--- config.mk ---
export PLATFORM = sky130hd
export DESIGN_NAME = slave_write
export DESIGN_NICKNAME = d
export VERILOG_FILES = /design/src/rtl/slave_write_pkg.sv /design/src/rtl/slave_write.sv
export SDC_FILE = /design/constraint.sdc
export NUM_CORES = 1
export LEC_CHECK = 0
export BUFFER_PORTS_ARGS = -buffer_cell sky130_fd_sc_hd__clkbuf_2
export CAP_MARGIN = 15
export CORE_AREA = 4 4 75 77
export CTS_CLUSTER_SIZE = 12
export DETAILED_ROUTE_END_ITERATION = 7
export DIE_AREA = 0 0 79 81
export MAX_ROUTING_LAYER = met4
export PLACE_DENSITY_LB_ADDON = 0.25
export SYNTH_ARGS = -nofsm -noshare
export SYNTH_HDL_FRONTEND = slang
export SYNTH_SLANG_ARGS = --single-unit
--- constraint.sdc ---
create_clock -name clk -period 3.04 [get_ports clk]
set_input_delay 0.152 -clock clk [delete_from_list [all_inputs] [get_ports clk]]
set_output_delay 0.152 -clock clk [all_outputs]
set_load 0.05 [all_outputs]
--- src/rtl/slave_write_pkg.sv ---
// AXI_define: widths, burst and response codes shared by the AXI slave write-channel logic.
package AXI_define;

   localparam int AXI_IDS_BITS  = 8;
   localparam int AXI_ADDR_BITS = 32;
   localparam int AXI_DATA_BITS = 32;
   localparam int AXI_STRB_BITS = 4;
   localparam int AXI_LEN_BITS  = 4;
   localparam int AXI_SIZE_BITS = 3;
   localparam int MEM_ADDR_BITS = 14;

   localparam logic [1:0] BURST_FIXED = 2'b00;
   localparam logic [1:0] BURST_INCR  = 2'b01;
   localparam logic [1:0] BURST_WRAP  = 2'b10;

   // Only full 32-bit beats are supported.
   localparam logic [2:0] SIZE_WORD = 3'b010;

   localparam logic [1:0] RESP_OKAY   = 2'b00;
   localparam logic [1:0] RESP_SLVERR = 2'b10;
   localparam logic [1:0] RESP_DECERR = 2'b11;

endpackage

--- src/rtl/slave_write.sv ---
// AXI write-channel slave: accepts one INCR burst at a time and drives a word-wide
// SRAM port with active-low byte enables, then returns a single B response.
module slave_write
   import AXI_define::*;
#(
   parameter int ADDR_LSB = 2
) (
   input  logic                     clk,
   input  logic                     rst,
   input  logic [AXI_IDS_BITS-1:0]  AWID,
   input  logic [AXI_ADDR_BITS-1:0] AWADDR,
   input  logic [AXI_LEN_BITS-1:0]  AWLEN,
   input  logic [AXI_SIZE_BITS-1:0] AWSIZE,
   input  logic [1:0]               AWBURST,
   input  logic                     AWVALID,
   output logic                     AWREADY,
   input  logic [AXI_DATA_BITS-1:0] WDATA,
   input  logic [AXI_STRB_BITS-1:0] WSTRB,
   input  logic                     WLAST,
   input  logic                     WVALID,
   output logic                     WREADY,
   output logic [AXI_IDS_BITS-1:0]  BID,
   output logic [1:0]               BRESP,
   output logic                     BVALID,
   input  logic                     BREADY,
   output logic [AXI_STRB_BITS-1:0] mem_web,
   output logic [MEM_ADDR_BITS-1:0] mem_addr,
   output logic [AXI_DATA_BITS-1:0] mem_di
);

   typedef enum logic [1:0] {
      S_IDLE = 2'd0,
      S_DATA = 2'd1,
      S_RESP = 2'd2
   } state_t;

   state_t                   state_q, state_d;
   logic [AXI_IDS_BITS-1:0]  id_q, id_d;
   logic [MEM_ADDR_BITS-1:0] base_q, base_d;
   logic [AXI_LEN_BITS-1:0]  len_q, len_d;
   logic [AXI_LEN_BITS-1:0]  cnt_q, cnt_d;
   logic                     err_q, err_d;

   logic last_beat;
   logic wlast_mismatch;
   logic unused_awaddr;

   // Only a window of AWADDR reaches the memory; the rest is intentionally ignored.
   assign unused_awaddr = ^AWADDR;

   assign last_beat      = (cnt_q == len_q);
   assign wlast_mismatch = (WLAST != last_beat);

   always_ff @(posedge clk) begin
      if (rst) begin
         state_q <= S_IDLE;
         id_q    <= '0;
         base_q  <= '0;
         len_q   <= '0;
         cnt_q   <= '0;
         err_q   <= 1'b0;
      end else begin
         state_q <= state_d;
         id_q    <= id_d;
         base_q  <= base_d;
         len_q   <= len_d;
         cnt_q   <= cnt_d;
         err_q   <= err_d;
      end
   end

   always_comb begin
      state_d  = state_q;
      id_d     = id_q;
      base_d   = base_q;
      len_d    = len_q;
      cnt_d    = cnt_q;
      err_d    = err_q;
      AWREADY  = 1'b0;
      WREADY   = 1'b0;
      BVALID   = 1'b0;
      BID      = '0;
      BRESP    = RESP_OKAY;
      mem_web  = '1;
      mem_addr = '0;
      mem_di   = '0;

      case (state_q)
         S_IDLE: begin
            AWREADY = 1'b1;
            if (AWVALID) begin
               id_d    = AWID;
               base_d  = AWADDR[ADDR_LSB +: MEM_ADDR_BITS];
               len_d   = AWLEN;
               cnt_d   = '0;
               err_d   = (AWBURST != BURST_INCR) || (AWSIZE != SIZE_WORD);
               state_d = S_DATA;
            end
         end

         S_DATA: begin
            WREADY = 1'b1;
            if (WVALID) begin
               // A beat landing in a reset cycle belongs to an abandoned burst.
               if (!err_q && !wlast_mismatch && !rst) begin
                  mem_web  = ~WSTRB;
                  mem_addr = base_q + MEM_ADDR_BITS'(cnt_q);
                  mem_di   = WDATA;
               end
               cnt_d = cnt_q + 1'b1;
               err_d = err_q | wlast_mismatch;
               if (WLAST || last_beat) begin
                  state_d = S_RESP;
               end
            end
         end

         S_RESP: begin
            BVALID = 1'b1;
            BID    = id_q;
            BRESP  = err_q ? RESP_SLVERR : RESP_OKAY;
            if (BREADY) begin
               state_d = S_IDLE;
            end
         end

         default: begin
            AWREADY = 1'b1;
            state_d = S_IDLE;
         end
      endcase
   end

endmodule

After elaboration in Yosys (flattened, before gate mapping). Index checks and enable logic that the tools add are counted. Widths: inputs -> output; s select.

Add/sub/neg operators: 2. Equal/unequal tests: 10. Muxes and demuxes: 26. Bitwise logic cells: 2. Reductions and logical operators: 13.

Operators by type and width (number): $mux 32 (3); $mux 14 (3); $mux 4 (5); $add 14x4->14 (1); $mux 2 (6); $mux 8 (1); $ne 2x2->1 const B (4); $pmux 4 s2 (1); $pmux 2 s3 (1); $mux 1 (5); $add 4x1->4 const B (1); $eq 4x4->1 (1); $not 4->4 (1); $reduce_and 4->1 (1); $logic_not 1->1 (3); $ne 3x2->1 const B (1); $reduce_and 3->1 (1); $eq 2x1->1 const B (1); $eq 2x2->1 const B (1); $logic_and 1x1->1 (2); $logic_not 2->1 (1); $logic_or 1x1->1 (2); $ne 2x1->1 const B (1); $pmux 1 s2 (1); 5 further kinds (5).

Register bits: 33. Bits of input ports: 91. Output and inout port bits: 63. Word-level logic and storage cells: 59.

Depth between registers and ports, before layout. Gate-level depths: netlist (run 1).

Word-level depth: 8. Gate-level depth with buffers: 8. Gate-level depth less buffers: 7.

Least setup slack after synthesis (run 1). No wires, ideal clock.

Kind: register -> output. From: register cnt_q[0]. To: output mem_addr[12]. Data arrival time: 2.777 ns. Path slack: 0.111 ns. Cell stages (with the launch flop): 9. Path through: dfxtp_1 xnor2_1 nand4_1 ha_1 nand4bb_1 nor2_1 clkbuf_1 nand2_1 o21ai_0.

Longest elaborated chain between the ends: 8. Elaborated cells on any way between the ends: 9.

Ends and longest elaborated chain: from (decl) (line slave_write.sv:41) `logic [AXI_LEN_BITS-1:0] cnt_q, cnt_d;`; from (signal assigned) (line slave_write.sv:67) `cnt_q <= cnt_d;`; parallel branches: the longest is 5 deep, another holds $add 14x4->14; $mux 14 (*) (line slave_write.sv:105) `if (!err_q && !wlast_mismatch && !rst) begin`; $mux 14 (*) (line slave_write.sv:103) `if (WVALID) begin`; $mux 14 (*) (line slave_write.sv:88) `case (state_q)`; to (decl) (line slave_write.sv:27) `output logic [MEM_ADDR_BITS-1:0] mem_addr,`.

Every way passes the cells marked *.

Final worst setup path (run 1).
From: register cnt_q[2]. To: output mem_addr[13].

The elaborated chain is that of the path after synthesis.

==> metrics.txt, run 1 <==
Clock Skews=0.00196 ns; reg2reg end=cnt_q[2]$_SDFFE_PP0P_; hold path endpoint=len_q[3]$_SDFFE_PP0P_; top area cells in the synthesized netlist=dfxtp_1 (31%), and2_1 (13%), nand2_1 (12%); drt total wl=6.13 mm; Reg clk slew, reported paths=~0.060 ns; DRC Markers=0; Synth Warn #=0; initial core utilization=a little over two fifths; maximum vdd drop=0.612 mV; Synth area leader=dfxtp_1; synthesis-to-finish area growth=36.8%; Setup Viol. Count Final=0; synthesized flop and latch total=33; Core ar.=5010 um2; CP Cell Sequence=xnor2_1, nand4_1, ha_1, nand4bb_1, or2_4, or4_1, nand2_1, clkbuf_4; synth cell count leaders=nand2_1 (67), and2_1 (43), a21oi_1 (34); # diodes=0; leakage=1.40 nW; largest net degree at the start of global routing=43; Unique masters post-synth=42; Die Y=81 um; Register-to-Register Path Depth=5; grt total ovfl=0; port buffer count=134; routability cong.=around 0.88; CTS Buffer Depth=2; worst min path class=in -> reg; design area=2940 um2; Worst path max stage delay=0.51 ns; worst path bufs/invs=1; drt first pass iters=4; GRT Util Overall=19.0%; CTS tree=built; Syn Inst Count=297; maximum clock rate=351 MHz; vias after detailed routing=2371; CTS root buf=clkbuf_8; register area share after synthesis=30.8%; R2R Setup Slk=1.23 ns; per-cell routed wire length=12.4 um; Clock Latency Late Sink=about 0.28 ns; DR vias/cell=just under 5; Worst setup EP type=primary output; worst path required time=2.89 ns; number of enable flip-flop cells after synthesis=0; critical path class=reg -> out; fin nets=525; share of post-route cells with drive strength above 1=about a third; Max Transition Viols Final=0; DPL Wire Length=around 4.9 mm; first-pass GRT wire length=between 9 and 10 mm; worst r2r src=state_q[1]$_SDFFE_PP0P_; Mapped Avg Cell Area=between 7 and 8 um2; Post-Syn Area=approximately 2100 um2; post-synth top area share=30.8%; Main synth FF type=dfxtp_1; RSZ-0062 raised after global routing=no; count leader, synth=nand2_1; DRT antenna net count=0; Row Count=26; Tightest Pin Transition=0.921 ns; antenna violations before repair=0; Fill cells=between 500 and 600; H-tree levels=2; fin crit period=2.85 ns; Hold Crit Start=AWLEN[3]; status=complete, no violations; initial DRC count=80; post-CTS setup buffer count=0; vias in the first global route=2154; Final Hold Viols=0; Maximum Capacitance Violations=0; number of hold buffers added after CTS=0; crit-path max FO=12; Tcrit/Tclk final=between 90% and 100%; die width=79 um; Total Die Area=6400 um2; Sink Count=33; Arr. time, crit path=between 2 and 3 ns; top cell family by delay on the critical path=simple AND/OR/NAND/NOR gates; Slew HR=38.6%; Worst path slowest cell=or4_1; TritonCTS buffer count=5; hold path depth=3; Fin Setup TNS=0 ns; Worst setup SP type=flip-flop; placed cell areas=around 2800 um2; Ports=~150; Mapped Nets=399; ys async rst share=0%; P per Cell Area=574 nW/um2
==> where the power goes <==
group	switching (mW)	internal, mW	leakage, nW	total, mW
Clock	0.145	0.179	0.0443	0.324
Combinational	0.537	0.248	1.08	0.786
Sequential	0.0621	0.516	0.271	0.578
Total	0.744	0.943	1.40	1.69
==> metrics by stage <==
| step | total power, mW | utilization, % | setup WS, ns | hold slack [ns] | instances |
|---|---|---|---|---|---|
| after CTS | 1.71 | 58.5 | 0.0337 | 0.0794 | 493 |
| after floorplan | 1.19 | - | 0.111 | 0.288 | 297 |
| after global routing | 1.82 | 58.6 | 0.0174 | 0.0884 | 493 |
| after detailed placement | 1.38 | 56.8 | 0.349 | 0.382 | 486 |
| final | 1.69 | 58.6 | 0.188 | 0.0908 | 493 |
| after global placement | 1.36 | 56.8 | 0.389 | 0.375 | 486 |
==> timing repair <==
| action | in CTS | in global routing |
|---|---|---|
| hold endpoints to repair | 0 | 0 |
| gates resized for setup | 0 | 4 |
| endpoints found under the setup margin | 0 | 1 |
==> layer usage <==
| metal | vias to the layer above | global-route usage [%] | part of all wire (%) |
|---|---|---|---|
| li1 | 1237 | - | - |
| met1 | 1023 | 20.5 | 40 |
| met2 | 104 | 34.3 | 48 |
| met3 | 7 | 5.21 | 10 |
| met4 | 0 | 5.15 | 1.1 |
| met5 | - | - | 0 |
==> worst min-delay path: cells and delay by family <==
kind,cells,cell delay [ns]
AO/OA/AOI/OAI,1,0.05
AND/OR/NAND/NOR,1,0.05
buffers and inverters,1,0.08
==> flip-flops by register name, summed over array words and instances, names as in the netlist <==
name	count
len_q	4
state_q	2
err_q	1
base_q	14
id_q	8
cnt_q	4
==> how the worst max path moves through the flow <==
stage	start	slack (ns)	cells past startpoint	end
floorplan	cnt_q[0]$_SDFFE_PP0P_	0.11	8	mem_addr[12]
global placement	cnt_q[0]$_SDFFE_PP0P_	0.39	8	mem_addr[13]
detailed placement	cnt_q[0]$_SDFFE_PP0P_	0.35	8	mem_addr[13]
CTS	cnt_q[0]$_SDFFE_PP0P_	0.03	8	mem_addr[13]
global route	cnt_q[2]$_SDFFE_PP0P_	0.02	8	mem_addr[13]
finish	cnt_q[2]$_SDFFE_PP0P_	0.19	8	mem_addr[13]
==> cell type report <==
| type | instances | area, um2 | area share [%] |
|---|---|---|---|
| multi-input combinational | 238 | 1380 | 46.9 |
| clock buffer | 7 | 86.3 | 2.94 |
| tap | 70 | 87.6 | 2.98 |
| timing repair buffer | 136 | 688 | 23.4 |
| sequential | 33 | 663 | 22.6 |
| inverter | 9 | 33.8 | 1.15 |
==> placed cells by master (no fill, tap or decap), types with 3 or more instances in the layout <==
cell type and count:
a2111o_1 3, a21oi_1 34, and2_1 43, clkbuf_2 133, clkbuf_8 6, dfxtp_1 31
ha_1 10, inv_1 8, mux2i_1 3, nand2_1 67, nand2b_1 4, nand3_1 5
nand4_1 3, nor2_1 9, nor2b_1 4, nor3_1 7, o21ai_0 9, or3_1 5
xnor2_1 6
==> cell families (layout without fill, tap and decap cells) <==
| group | Yosys count | count (layout) | synth area share, % |
|---|---|---|---|
| muxes | 3 | 3 | 1.40 |
| DFF | 33 | 33 | 30.8 |
| and+or+nand+nor | 159 | 159 | 37.7 |
| buffers and inverters | 26 | 152 | 5.18 |
| xor gates and xnor gates | 6 | 6 | 2.45 |
| AOI/OAI and AO/OA | 58 | 58 | 15.6 |
| adders and majority gates | 11 | 11 | 6.76 |
| other | 1 | 1 | 0.175 |
(Power assumes the default switching activity.)
==> inputs of run 2 (changes only) <==
==> config.mk (replaced) <==
export PLATFORM = sky130hd
export DESIGN_NAME = slave_write
export DESIGN_NICKNAME = d
export VERILOG_FILES = /design/src/rtl/slave_write_pkg.sv /design/src/rtl/slave_write.sv
export SDC_FILE = /design/constraint.sdc
export NUM_CORES = 1
export LEC_CHECK = 0
export CAP_MARGIN = 15
export CORE_AREA = 2 2 63 65
export CTS_CLUSTER_SIZE = 12
export DETAILED_ROUTE_END_ITERATION = 7
export DIE_AREA = 0 0 65 67
export DONT_BUFFER_PORTS = 1
export MAX_ROUTING_LAYER = met4
export PLACE_DENSITY_LB_ADDON = 0.25
export SKIP_LAST_GASP = 1
export SYNTH_ARGS = -nofsm -noshare
export SYNTH_HDL_FRONTEND = slang
export SYNTH_SLANG_ARGS = --single-unit
==> run 2 against run 1 <==
  * Clock power up 8.3%
  * Utilization is 7.7 points higher
  * Power down 2.7%
==> metrics.txt, run 2 (synthesis results as in run 1) <==
Worst setup EP type=primary output; antenna violations before repair=0 (unchanged); critical path depth in cells=8 (unchanged); clock share of power=21.4% (+2.2 points); CTS root buf=clkbuf_8; placed cells=343 (-29%); Maximum Capacitance Violations=0 (unchanged); Setup Viol. Count Final=0 (unchanged); reg2reg end=base_q[13]$_SDFFE_PP0P_; routability cong.=0.852 (-3.0%); R2R Setup Slk=1.21 ns (-0.02 ns); Arr. time, crit path=2.78 ns (+0.08 ns); TritonCTS buffer count=5 (unchanged); initial core utilization=59.6% (+17 points); status=complete, no violations; vias after detailed routing=2001 (-16%); CTS tree=built; most common cell after layout, fill and taps aside=nand2_1; DR vias/cell=5.65 (+18%); worst min path class=in -> reg; Biggest register=base_q; Sink Count=33 (unchanged); sequential power share=35.4% (+1.2 points); hold path endpoint=id_q[0]$_SDFFE_PP0P_; maximum clock rate=341 MHz (-2.6%); Register-to-Register Path Depth=5 (unchanged); Psw=0.729 mW (-2.1%); critical path class=reg -> out; final std cells w/o fill=354 (-28%); Worst path slowest cell=or4_1; Row Count=22 (-15%); DRC Markers=0 (unchanged); maximum vdd drop=0.664 mV (+8.5%); DPL Wire Length=3.99 mm (-18%); crit-path max FO=12 (unchanged); drt first pass iters=4 (unchanged); P per Cell Area=686 nW/um2 (+19%); most frequent cells in the layout=nand2_1 (67), and2_1 (43), a21oi_1 (34), dfxtp_1 (32), buf_4 (15); Total Die Area=4360 um2 (-32%); # diodes=0 (unchanged); CTS Buffer Depth=2 (unchanged); initial DRC count=133 (+66%); worst path bufs/invs=1 (unchanged); largest net degree at the start of global routing=43 (unchanged); Fin Setup TNS=0 ns (unchanged); Slew HR=26.4% (-12 points); fin nets=407 (-22%); drt total wl=5.31 mm (-13%); DRT antenna net count=0 (unchanged); share of post-route cells with drive strength above 1=9.48% (-25 points); Reg clk slew, reported paths=0.07 ns (about the same); Clock Latency Late Sink=0.28 ns (about the same); vias in the first global route=1737 (-19%); internal power=0.913 mW (-3.2%); RSZ-0062 raised after global routing=no; leakage=0.911 nW (-35%); Gate power share=43.2% (-3.3 points); Hold Crit Start=AWID[0]; die width=65 um (-18%); worst path required time=2.89 ns (about the same); Die Y=67 um (-17%); top cell family by delay on the critical path=simple AND/OR/NAND/NOR gates; first-pass GRT wire length=7.96 mm (-17%); per-cell routed wire length=15.0 um (+21%); max FFs per register=14 (unchanged); GRT Util Overall=24.5% (+5.5 points); synthesis-to-finish area growth=11.4%; worst r2r src=state_q[0]$_SDFFE_PP0P_; Worst path max stage delay=0.51 ns (about the same); CP Cell Sequence=xnor2_1, nand4_1, ha_1, nand4bb_1, or2_4, or4_1, nand2_1, buf_4; switching share of power=44.4% (+0.28 points); Ports=154 (unchanged); Tcrit/Tclk final=96.4% (+2.5 points); Max Transition Viols Final=0 (unchanged); Final Hold Viols=0 (unchanged); port buffer count=0 (-100%); grt total ovfl=0 (unchanged); fin crit period=2.93 ns (+0.0773 ns); hold path depth=2 (-1); Core ar.=3610 um2 (-28%); top flop regs=base_q x14, id_q x8; Worst setup SP type=flip-flop; Clock Skews=0.00337 ns (+0.00140 ns); Tightest Pin Transition=1.10 ns (+0.180 ns); H-tree levels=2 (unchanged)
[run 2: through the flow]
stage               setup slack, ns  cell area [um2]  hold WS [ns]  utilization [%]  total power, mW
global placement              0.492             2260         0.224             62.7             1.28
CTS                          0.0677             2370      0.000353             65.8             1.65
global route                 0.0176             2390      0.000215             66.4             1.76
detailed placement            0.369             2260         0.227             62.7             1.29
floorplan                     0.111             2150         0.288                -             1.19
finish                        0.111             2390       0.00371             66.4             1.64
[run 2: worst register-to-register path: stages (launching register included)]
cell and delay [ns]:
dfxtp_1 0.33, inv_1 0.10, ha_1 0.24, and2_1 0.75
nand2_1 0.18, a21oi_1 0.15
[run 2: cell type report]
class                   count  area [um2]
flip-flops and latches     33         662
repair buffers             18         143
fillers                   316        1210
multi-input cells         238        1390
well taps                  48        60.1
clock buffers               7        96.3
inverters                   9        33.8
clock inverters             1        5.00
[run 2: worst max path at each step]
stage / startpoint / to / slack (ns)
final: cnt_q[1]$_SDFFE_PP0P_ / mem_addr[13] / 0.11
after global routing: cnt_q[1]$_SDFFE_PP0P_ / mem_addr[13] / 0.02
after CTS: cnt_q[0]$_SDFFE_PP0P_ / mem_addr[13] / 0.07
after detailed placement: cnt_q[0]$_SDFFE_PP0P_ / mem_addr[13] / 0.37
after global placement: cnt_q[0]$_SDFFE_PP0P_ / mem_addr[13] / 0.49
after floorplan: cnt_q[0]$_SDFFE_PP0P_ / mem_addr[12] / 0.11
[run 2: timing repair]
item,CTS,global route
gates resized for setup,0,1
setup endpoints to repair,0,1
hold buffers,1,2
setup buffers,0,0
hold endpoints to repair,31,2
[run 2: metal layers]
metal	global-route usage, %	vias up	part of all wire [%]
met2	43.0	86	52
li1	-	1005	-
met4	7.98	0	0.94
met5	-	-	0
met3	5.41	4	7.4
met1	27.8	906	39
[run 2: power by group through the flow]
| stage | clock network [mW] | registers [mW] | logic, mW |
|---|---|---|---|
| 6_report | 0.351 | 0.581 | 0.710 |
| 5_1_grt | 0.378 | 0.595 | 0.791 |
| 4_1_cts | 0.359 | 0.579 | 0.716 |
| 3_5_place_dp | 0 | 0.588 | 0.707 |
| 3_3_place_gp | 0 | 0.583 | 0.693 |
| 2_1_floorplan | 0 | 0.569 | 0.623 |
